--- config.mk ---
export PLATFORM = sky130hd
export DESIGN_NAME = shift_unit
export DESIGN_NICKNAME = d
export VERILOG_FILES = /design/src/rtl/shift_unit.sv
export SDC_FILE = /design/constraint.sdc
export NUM_CORES = 1
export LEC_CHECK = 0
export BUFFER_PORTS_ARGS = -buffer_cell sky130_fd_sc_hd__buf_2
export CAP_MARGIN = 20
export CORE_MARGIN = 2
export CORE_UTILIZATION = 49
export DETAILED_ROUTE_END_ITERATION = 10
export PLACE_DENSITY = 0.85
export SETUP_SLACK_MARGIN = 0.1
export SLEW_MARGIN = 10
export SYNTH_ARGS = -nofsm -noshare
export SYNTH_HDL_FRONTEND = slang
export SYNTH_SLANG_ARGS = --single-unit
export TNS_END_PERCENT = 30
--- constraint.sdc ---
create_clock -name clk_i -period 1.9 [get_ports clk_i]
set_input_delay 0.475 -clock clk_i [delete_from_list [all_inputs] [get_ports clk_i]]
set_output_delay 0.475 -clock clk_i [all_outputs]
set_load 0.01 [all_outputs]
--- src/rtl/shift_unit.sv ---
// ---------------------------------------------------------------------------
// shift_unit
//   Universal WIDTH-bit shift register with a start/busy/done handshake.
//   The word is loaded in parallel and then shifted left or right by a
//   requested amount. Four modes are supported: logical, arithmetic, rotate
//   and serial-in. By default the unit shifts one bit per clock.
//
//   Compile-time option:
//     SHIFT_UNIT_BARREL_EN  - when defined, the whole N-bit shift is applied
//                             in a single SHIFT cycle (barrel operation).
//                             The q result is the same as in the serial build.
//
//   Ports:
//     clk_i      clock, all logic on the rising edge
//     rst_i      synchronous active-high reset
//     load_i     parallel load of din_i into q_o (accepted in IDLE/DONE)
//     din_i      parallel load data
//     start_i    request a shift (accepted in IDLE/DONE when load_i=0)
//     amount_i   shift count; values above WIDTH clamp to WIDTH
//     lr_i       direction: 1 = left (toward MSB), 0 = right
//     mode_i     00 logical, 01 arithmetic, 10 rotate, 11 serial-in
//     ser_in_i   fill bit for serial-in mode
//     q_o        register contents
//     ser_out_o  last bit shifted out of q
//     busy_o     operation in progress
//     done_o     one-cycle completion pulse
// ---------------------------------------------------------------------------
module shift_unit #(
  parameter int WIDTH = 8,
  parameter int AMT_W = $clog2(WIDTH + 1)
) (
  input  logic             clk_i,
  input  logic             rst_i,
  input  logic             load_i,
  input  logic [WIDTH-1:0] din_i,
  input  logic             start_i,
  input  logic [AMT_W-1:0] amount_i,
  input  logic             lr_i,
  input  logic [1:0]       mode_i,
  input  logic             ser_in_i,
  output logic [WIDTH-1:0] q_o,
  output logic             ser_out_o,
  output logic             busy_o,
  output logic             done_o
);

  typedef enum logic [1:0] {
    S_IDLE  = 2'b00,
    S_SHIFT = 2'b01,
    S_DONE  = 2'b10
  } state_e;

  state_e           state_q,   state_d;
  logic [WIDTH-1:0] q_q,       q_d;
  logic             ser_out_q, ser_out_d;
  logic             busy_q,    busy_d;
  logic             done_q,    done_d;
  logic [AMT_W-1:0] cnt_q,     cnt_d;
  logic             lr_q,      lr_d;
  logic [1:0]       mode_q,    mode_d;
  logic [AMT_W-1:0] amt_clamped;

  // One single-bit shift step. Returns {bit shifted out, new word}.
  function automatic logic [WIDTH:0] step_f(
    input logic [WIDTH-1:0] v,
    input logic             left,
    input logic [1:0]       md,
    input logic             sin
  );
    logic out_b;
    logic fill_b;
    if (left) begin
      out_b = v[WIDTH-1];
    end else begin
      out_b = v[0];
    end
    case (md)
      2'b00:   fill_b = 1'b0;
      // Arithmetic left behaves like logical left; right replicates the sign.
      2'b01:   fill_b = left ? 1'b0 : v[WIDTH-1];
      2'b10:   fill_b = out_b;
      2'b11:   fill_b = sin;
      default: fill_b = 1'b0;
    endcase
    if (left) begin
      return {out_b, v[WIDTH-2:0], fill_b};
    end else begin
      return {out_b, fill_b, v[WIDTH-1:1]};
    end
  endfunction

`ifdef SHIFT_UNIT_BARREL_EN
  // Full N-bit shift built as a chain of single steps, so the barrel result
  // (word and last bit out) matches the serial datapath bit for bit.
  function automatic logic [WIDTH:0] barrel_f(
    input logic [WIDTH-1:0] v,
    input logic             left,
    input logic [1:0]       md,
    input logic             sin,
    input logic [AMT_W-1:0] n
  );
    logic [WIDTH:0] acc;
    acc = {1'b0, v};
    for (int i = 0; i < WIDTH; i++) begin
      if (AMT_W'(i) < n) begin
        acc = step_f(acc[WIDTH-1:0], left, md, sin);
      end else begin
        acc = acc;
      end
    end
    return acc;
  endfunction
`endif

  // Clamp the requested count to the word width.
  always_comb begin
    if (amount_i > AMT_W'(WIDTH)) begin
      amt_clamped = AMT_W'(WIDTH);
    end else begin
      amt_clamped = amount_i;
    end
  end

  // Next-state and datapath control.
  always_comb begin
    state_d   = state_q;
    q_d       = q_q;
    ser_out_d = ser_out_q;
    busy_d    = busy_q;
    done_d    = 1'b0;
    cnt_d     = cnt_q;
    lr_d      = lr_q;
    mode_d    = mode_q;

    case (state_q)
      S_IDLE, S_DONE: begin
        busy_d = 1'b0;
        if (load_i) begin
          // load has priority; a simultaneous start is dropped
          q_d     = din_i;
          state_d = S_IDLE;
        end else if (start_i) begin
          lr_d   = lr_i;
          mode_d = mode_i;
          cnt_d  = amt_clamped;
          if (amt_clamped == {AMT_W{1'b0}}) begin
            state_d = S_DONE;
            done_d  = 1'b1;
          end else begin
            state_d = S_SHIFT;
            busy_d  = 1'b1;
          end
        end else begin
          state_d = S_IDLE;
        end
      end

      S_SHIFT: begin
`ifdef SHIFT_UNIT_BARREL_EN
        {ser_out_d, q_d} = barrel_f(q_q, lr_q, mode_q, ser_in_i, cnt_q);
        cnt_d   = {AMT_W{1'b0}};
        state_d = S_DONE;
        busy_d  = 1'b0;
        done_d  = 1'b1;
`else
        {ser_out_d, q_d} = step_f(q_q, lr_q, mode_q, ser_in_i);
        cnt_d = cnt_q - AMT_W'(1);
        if (cnt_q == AMT_W'(1)) begin
          state_d = S_DONE;
          busy_d  = 1'b0;
          done_d  = 1'b1;
        end else begin
          state_d = S_SHIFT;
          busy_d  = 1'b1;
        end
`endif
      end

      default: begin
        state_d = S_IDLE;
        busy_d  = 1'b0;
      end
    endcase
  end

  // State and output registers with synchronous reset.
  always_ff @(posedge clk_i) begin
    if (rst_i) begin
      state_q   <= S_IDLE;
      q_q       <= {WIDTH{1'b0}};
      ser_out_q <= 1'b0;
      busy_q    <= 1'b0;
      done_q    <= 1'b0;
      cnt_q     <= {AMT_W{1'b0}};
      lr_q      <= 1'b0;
      mode_q    <= 2'b00;
    end else begin
      state_q   <= state_d;
      q_q       <= q_d;
      ser_out_q <= ser_out_d;
      busy_q    <= busy_d;
      done_q    <= done_d;
      cnt_q     <= cnt_d;
      lr_q      <= lr_d;
      mode_q    <= mode_d;
    end
  end

  assign q_o       = q_q;
  assign ser_out_o = ser_out_q;
  assign busy_o    = busy_q;
  assign done_o    = done_q;

endmodule
==> results of run 1 <==
==> through the flow <==
| step | total power, uW | area [um2] | cells | util | hold WS (ns) |
|---|---|---|---|---|---|
| 6_report | 883 | 1170 | 183 | 0.609 | 0.400 |
| 3_5_place_dp | 653 | 1130 | 179 | 0.590 | 0.497 |
| 3_3_place_gp | 642 | 1130 | 179 | 0.590 | 0.484 |
| 2_1_floorplan | 583 | 978 | 127 | - | 0.463 |
| 5_1_grt | 937 | 1170 | 183 | 0.609 | 0.388 |
| 4_1_cts | 888 | 1170 | 183 | 0.609 | 0.398 |
==> area by class of cell <==
type / instances / area share
multi-input cells: 90 / 0.456
flip-flops and latches: 18 / 0.308
repair buffers: 31 / 0.135
inverters: 13 / 0.0417
clock buffers: 4 / 0.0310
well taps: 27 / 0.0289
==> worst min-delay path: cells and delay by family <==
family,cells,cell delay [ns]
buffers and inverters,1,0.10
AO/OA/AOI/OAI,1,0.05
AND/OR/NAND/NOR,1,0.04
==> synth_stat cells, types with 3 or more instances <==
| library cell | number |
|---|---|
| o22ai_1 | 6 |
| dfxtp_1 | 18 |
| nand2_1 | 10 |
| mux2i_1 | 7 |
| inv_1 | 13 |
| a211oi_1 | 3 |
| nor3_1 | 7 |
| nor2_1 | 21 |
| a21oi_1 | 10 |
| nor3b_1 | 3 |
==> worst paths after layout <==
kind | cells after the start | slack [ns] | from | to
hold reg to reg | 2 | 0.51 | ser_out_o | ser_out_o
setup reg to reg | 4 | 0.28 | state_q[0] | cnt_q[3]
hold / removal | 3 | 0.40 | mode_i[0] | mode_q[0]
setup / recovery | 1 | 0.26 | state_q[0] | busy_o
==> metal layers <==
layer  global-route usage  up-vias  share of wire
met5                    0        -              0
met4                0.129        0          0.024
met3               0.0710        8          0.074
met2                0.352       42           0.49
met1                0.244      468           0.41
li1                     -      506              -
==> cell usage in the layout (no fill, tap or decap), types with 2 or more instances in the layout <==
| cell | synthesis | layout |
|---|---|---|
| nor2_1 | 21 | 21 |
| o22ai_1 | 6 | 6 |
| clkbuf_4 | 0 | 3 |
| a21oi_1 | 10 | 10 |
| mux2i_1 | 7 | 7 |
| buf_2 | 2 | 30 |
| nor3_1 | 7 | 7 |
| a211oi_1 | 3 | 3 |
| nand2_1 | 10 | 10 |
| nor3b_1 | 3 | 3 |
| dfxtp_1 | 18 | 18 |
| or2b_1 | 2 | 2 |
| inv_1 | 13 | 13 |
| ha_1 | 2 | 2 |
==> cell families after synthesis <==
| group | synth area share |
|---|---|
| AO/OA/AOI/OAI | 0.201 |
| adder cells (fa/ha/maj) | 0.0256 |
| buffers and inverters | 0.0870 |
| flip-flops | 0.368 |
| multiplexers | 0.0716 |
| AND/OR/NAND/NOR | 0.247 |
==> where the power goes <==
part	switching (uW)	internal, uW	total, uW
sequential	40.6	409	450
combinational	106	91.5	198
clock	118	117	235
==> flip-flops by register name, indices dropped and copies added (netlist names) <==
name       flops
cnt_q          4
q_o            8
lr_q           1
state_q        2
mode_q         2
ser_out_o      1
==> flow_summary.json, run 1 <==
{
  "criticalPathCategory": "register to primary output",
  "grt_pass1_vias": 958,
  "routabilityCongestion": 0.880,
  "diodes": 0,
  "cts_root_buf": "clkbuf_4",
  "path_clk_slew_ns": 0.10,
  "cts_tree": "yes",
  "worst_setup_path_end_kind": "primary output",
  "syn_inst": 127,
  "cp_slowest_cell": "dfxtp_1",
  "pin_count": 31,
  "ys_async_sr_fraction": 0,
  "drt_wl_total_mm": 2.43,
  "synthTopCellsByArea": "dfxtp_1 37%, nor2_1 8.1%, mux2i_1 7.2%",
  "setup_viol": 0,
  "synth_top_cell_by_area": "dfxtp_1",
  "crit_fanout": 17,
  "max_stage_delay_ns": 0.64,
  "peakVddDrop_uv": 421,
  "leakagePower_uw": 0.000507,
  "rsz0062_at_grt": "false",
  "ys_seq_area_frac": 0.368,
  "synth.top_cell.area_share": 0.368,
  "fp.dieH_um": 48.7,
  "area_growth_syn_to_layout_pct": 19.6,
  "hold_class": "primary input to register",
  "grt_pass1_wl_mm": 3.89,
  "startpoint_type": "register",
  "crit_chain": "buf_2",
  "coreArea_um2": 1920,
  "finalSetupTns_ns": 0,
  "antenna_found_initial": 0,
  "ys_ff_latch": 18,
  "period_minus_slack_ns": 1.64,
  "drive_gt1_frac": 0.224,
  "synth_edf_count": 0,
  "post_cts_resized": 0,
  "synthFlopType": "dfxtp_1",
  "dieWidth_um": 48.7,
  "grt_max_degree": 18,
  "routedWlPerCell_um": 13.3,
  "fillers": 197,
  "maxCapViolations": 0,
  "timing.fmax_mhz": 611,
  "regArea_um2": 360,
  "route.antenna.remaining_nets": 0,
  "min_period_over_period": 0.861,
  "via_per_inst": 5.60,
  "clock_path_buffers": 2,
  "drc": 0,
  "grt.total_usage": 0.215,
  "port_buffers": 30,
  "cp_data_arrival_time_ns": 1.16,
  "maxSlewHeadroom": 0.610,
  "num_rows": 16,
  "syn_nets": 149,
  "setup_slack_ns": 0.265,
  "multi_input_area_um2": 533,
  "fin_nets": 179,
  "cts.sinks": 18,
  "critPathTopFamily": "flip-flops",
  "post_cts_buffers": 0,
  "post-place-ws_ns": 0.227,
  "route.vias.total": 1024,
  "hpwl_mm": 1.79,
  "dr.pass1.iters": 4,
  "drv_slew": 0,
  "numCtsBuffers": 3,
  "synth_warnings": 0,
  "drt_iter0_markers": 20,
  "initial_core_util": 0.509,
  "dieArea_um2": 2370,
  "ctsHoldBuffers": 0,
  "required_ns": 1.42,
  "overflow": 0,
  "clk_latency_ns": 0.30,
  "htree_levels": 1,
  "syn_avg_cell_area_um2": 7.70,
  "status": "finished, final reports clean",
  "max_slew.worst_pin.slew_ns": 0.584,
  "pwr_density_cell_nw_per_um2": 755,
  "synth_area_um2": 978,
  "synthDistinctLibCells": 35,
  "skew_ns": 0.00912,
  "path_buf_inv": 1,
  "hold_viol_final": 0
}
Note: power is estimated with default switching activity, not from simulation.
==> inputs of run 2 (changes only) <==
--- a/config.mk
+++ b/config.mk
@@ -5,12 +5,12 @@
 export SDC_FILE = /design/constraint.sdc
 export NUM_CORES = 1
 export LEC_CHECK = 0
-export BUFFER_PORTS_ARGS = -buffer_cell sky130_fd_sc_hd__buf_2
 export CAP_MARGIN = 20
 export CORE_MARGIN = 2
-export CORE_UTILIZATION = 49
+export CORE_UTILIZATION = 52
 export DETAILED_ROUTE_END_ITERATION = 10
-export PLACE_DENSITY = 0.85
+export DONT_BUFFER_PORTS = 1
+export PLACE_DENSITY = 0.75
 export SETUP_SLACK_MARGIN = 0.1
 export SLEW_MARGIN = 10
 export SYNTH_ARGS = -nofsm -noshare
==> run 2 against run 1 <==
Against the previous run: critical path depth rose by 2; critical path type is now register to register; wire length down 13%; non-clock buffer count shrank 30; clock skew is 0.0080 ns lower; power down 4.8%; global-route usage grew 0.51 points; cell area down 13%; first-iteration DRC count decreased by 30%; combinational power fell by 32%; sequential cell count is the same.
==> flow_summary.json, run 2 (synthesis gave the netlist of run 1 again) <==
{
  "pwr_density_cell_nw_per_um2": 825,
  "required_ns": 2.14,
  "setup_viol": 0,
  "diodes": 0,
  "combPwrFrac": 0.161,
  "startpoint_type": "register",
  "sequentialPowerShare": 0.550,
  "drt_wl_total_mm": 2.13,
  "via_per_inst": 5.82,
  "timing.fmax_mhz": 671,
  "cp_data_arrival_time_ns": 1.73,
  "largest_register_ffs": 8,
  "antenna_found_initial": 0,
  "hold_viol_final": 0,
  "stdcell_area_um2": 1020,
  "grt_pass1_vias": 784,
  "maxSlewHeadroom": 0.633,
  "p_int_uw": 591,
  "criticalPathCategory": "register to register",
  "status": "finished, final reports clean",
  "swShare": 0.296,
  "setup_slack_ns": 0.409,
  "drt_iter0_markers": 14,
  "multi_input_area_um2": 533,
  "overflow": 0,
  "grt.total_usage": 0.221,
  "grt_pass1_wl_mm": 3.45,
  "clk_latency_ns": 0.30,
  "routedWlPerCell_um": 14.1,
  "drv_slew": 0,
  "final_common_cell": "nor2_1",
  "pin_count": 31,
  "num_rows": 15,
  "drc": 0,
  "post-place-ws_ns": 0.280,
  "dpl_cell_area_um2": 981,
  "p_clk_frac": 0.289,
  "cts_tree": "yes",
  "dieArea_um2": 2240,
  "maxCapViolations": 0,
  "drive_gt1_frac": 0.0476,
  "htree_levels": 1,
  "hpwl_mm": 1.56,
  "port_buffers": 0,
  "fp.dieH_um": 47.4,
  "mostFrequentLayoutCells": "21 x nor2_1, 17 x dfxtp_1, 13 x inv_1, 10 x nand2_1, 10 x a21oi_1",
  "cts.sinks": 18,
  "worst_setup_path_end_kind": "register",
  "area_growth_syn_to_layout_pct": 4.09,
  "dr.pass1.iters": 4,
  "dieWidth_um": 47.4,
  "p_sw_uw": 249,
  "fin_nets": 149,
  "ctsHoldBuffers": 0,
  "routabilityCongestion": 0.887,
  "leakagePower_uw": 0.000378,
  "initial_core_util": 0.561,
  "hold_slack_ns": 0.230,
  "route.vias.total": 879,
  "regArea_um2": 362,
  "min_period_over_period": 0.785,
  "max_slew.worst_pin.slew_ns": 0.549,
  "period_minus_slack_ns": 1.49,
  "final_util": 0.584,
  "grt_max_degree": 18,
  "finalSetupTns_ns": 0,
  "cts_root_buf": "clkbuf_4",
  "hold_class": "primary input to register",
  "skew_ns": 0.00112,
  "numCtsBuffers": 3,
  "rsz0062_at_grt": "false",
  "path_clk_slew_ns": 0.11,
  "fillers": 172,
  "clock_path_buffers": 2,
  "crit_fanout": 17,
  "coreArea_um2": 1750,
  "route.antenna.remaining_nets": 0,
  "peakVddDrop_uv": 517
}
==> run 2: changes by cell type in the layout (fill, tap and decap cells not counted), sizes merged <==
| cell | change |
|---|---|
| buf | -30 |
==> run 2: routing by layer <==
metal  part of all wire  GRT usage  wire, um
met3              0.059     0.0615       126
met1               0.48      0.312      1020
met2               0.44      0.305       946
met4              0.018      0.106        38
met5                  0          0         0
==> run 2: final timing paths <==
kind | end | cells after the start | from | slack, ns
min reg2reg | mode_q[1] | 2 | mode_q[1] | 0.51
max | cnt_q[2] | 3 | state_q[0] | 0.41
min | cnt_q[3] | 1 | rst_i | 0.23
max reg2reg | cnt_q[2] | 3 | state_q[0] | 0.41
==> run 2: timing repair <==
item	4_1_cts	5_1_grt
hold endpoints to repair	0	0
setup endpoints to repair	0	3
gates resized for setup	0	1
setup buffers	0	0
==> run 2: area by class of cell <==
cell class                      instances  area share
Inverter                               13      0.0479
Tap cell                               25      0.0307
Clock buffer                            4      0.0356
Timing Repair Buffer                    1     0.00737
Sequential cell                        18       0.355
Multi-Input combinational cell         90       0.523
==> run 2: stage by stage <==
| stage | total power (uW) | std cells |
|---|---|---|
| 3_3_place_gp | 600 | 147 |
| 2_1_floorplan | 583 | 127 |
| 6_report | 840 | 151 |
| 3_5_place_dp | 604 | 147 |
| 5_1_grt | 889 | 151 |
| 4_1_cts | 844 | 151 |
==> run 2: worst max-delay path: stages (launching register included) <==
cell and delay (ns):
dfxtp_2 0.43, or3b_1 0.53, o32a_1 0.33, a21oi_1 0.13
==> run 2: power by group through the flow <==
| stage | combinational (uW) | clock [uW] | sequential (uW) |
|---|---|---|---|
| final | 135 | 243 | 462 |
| after global routing | 158 | 262 | 469 |
| after CTS | 135 | 248 | 461 |
| after detailed placement | 135 | 0 | 469 |
| after global placement | 132 | 0 | 468 |
| after floorplan | 132 | 0 | 451 |
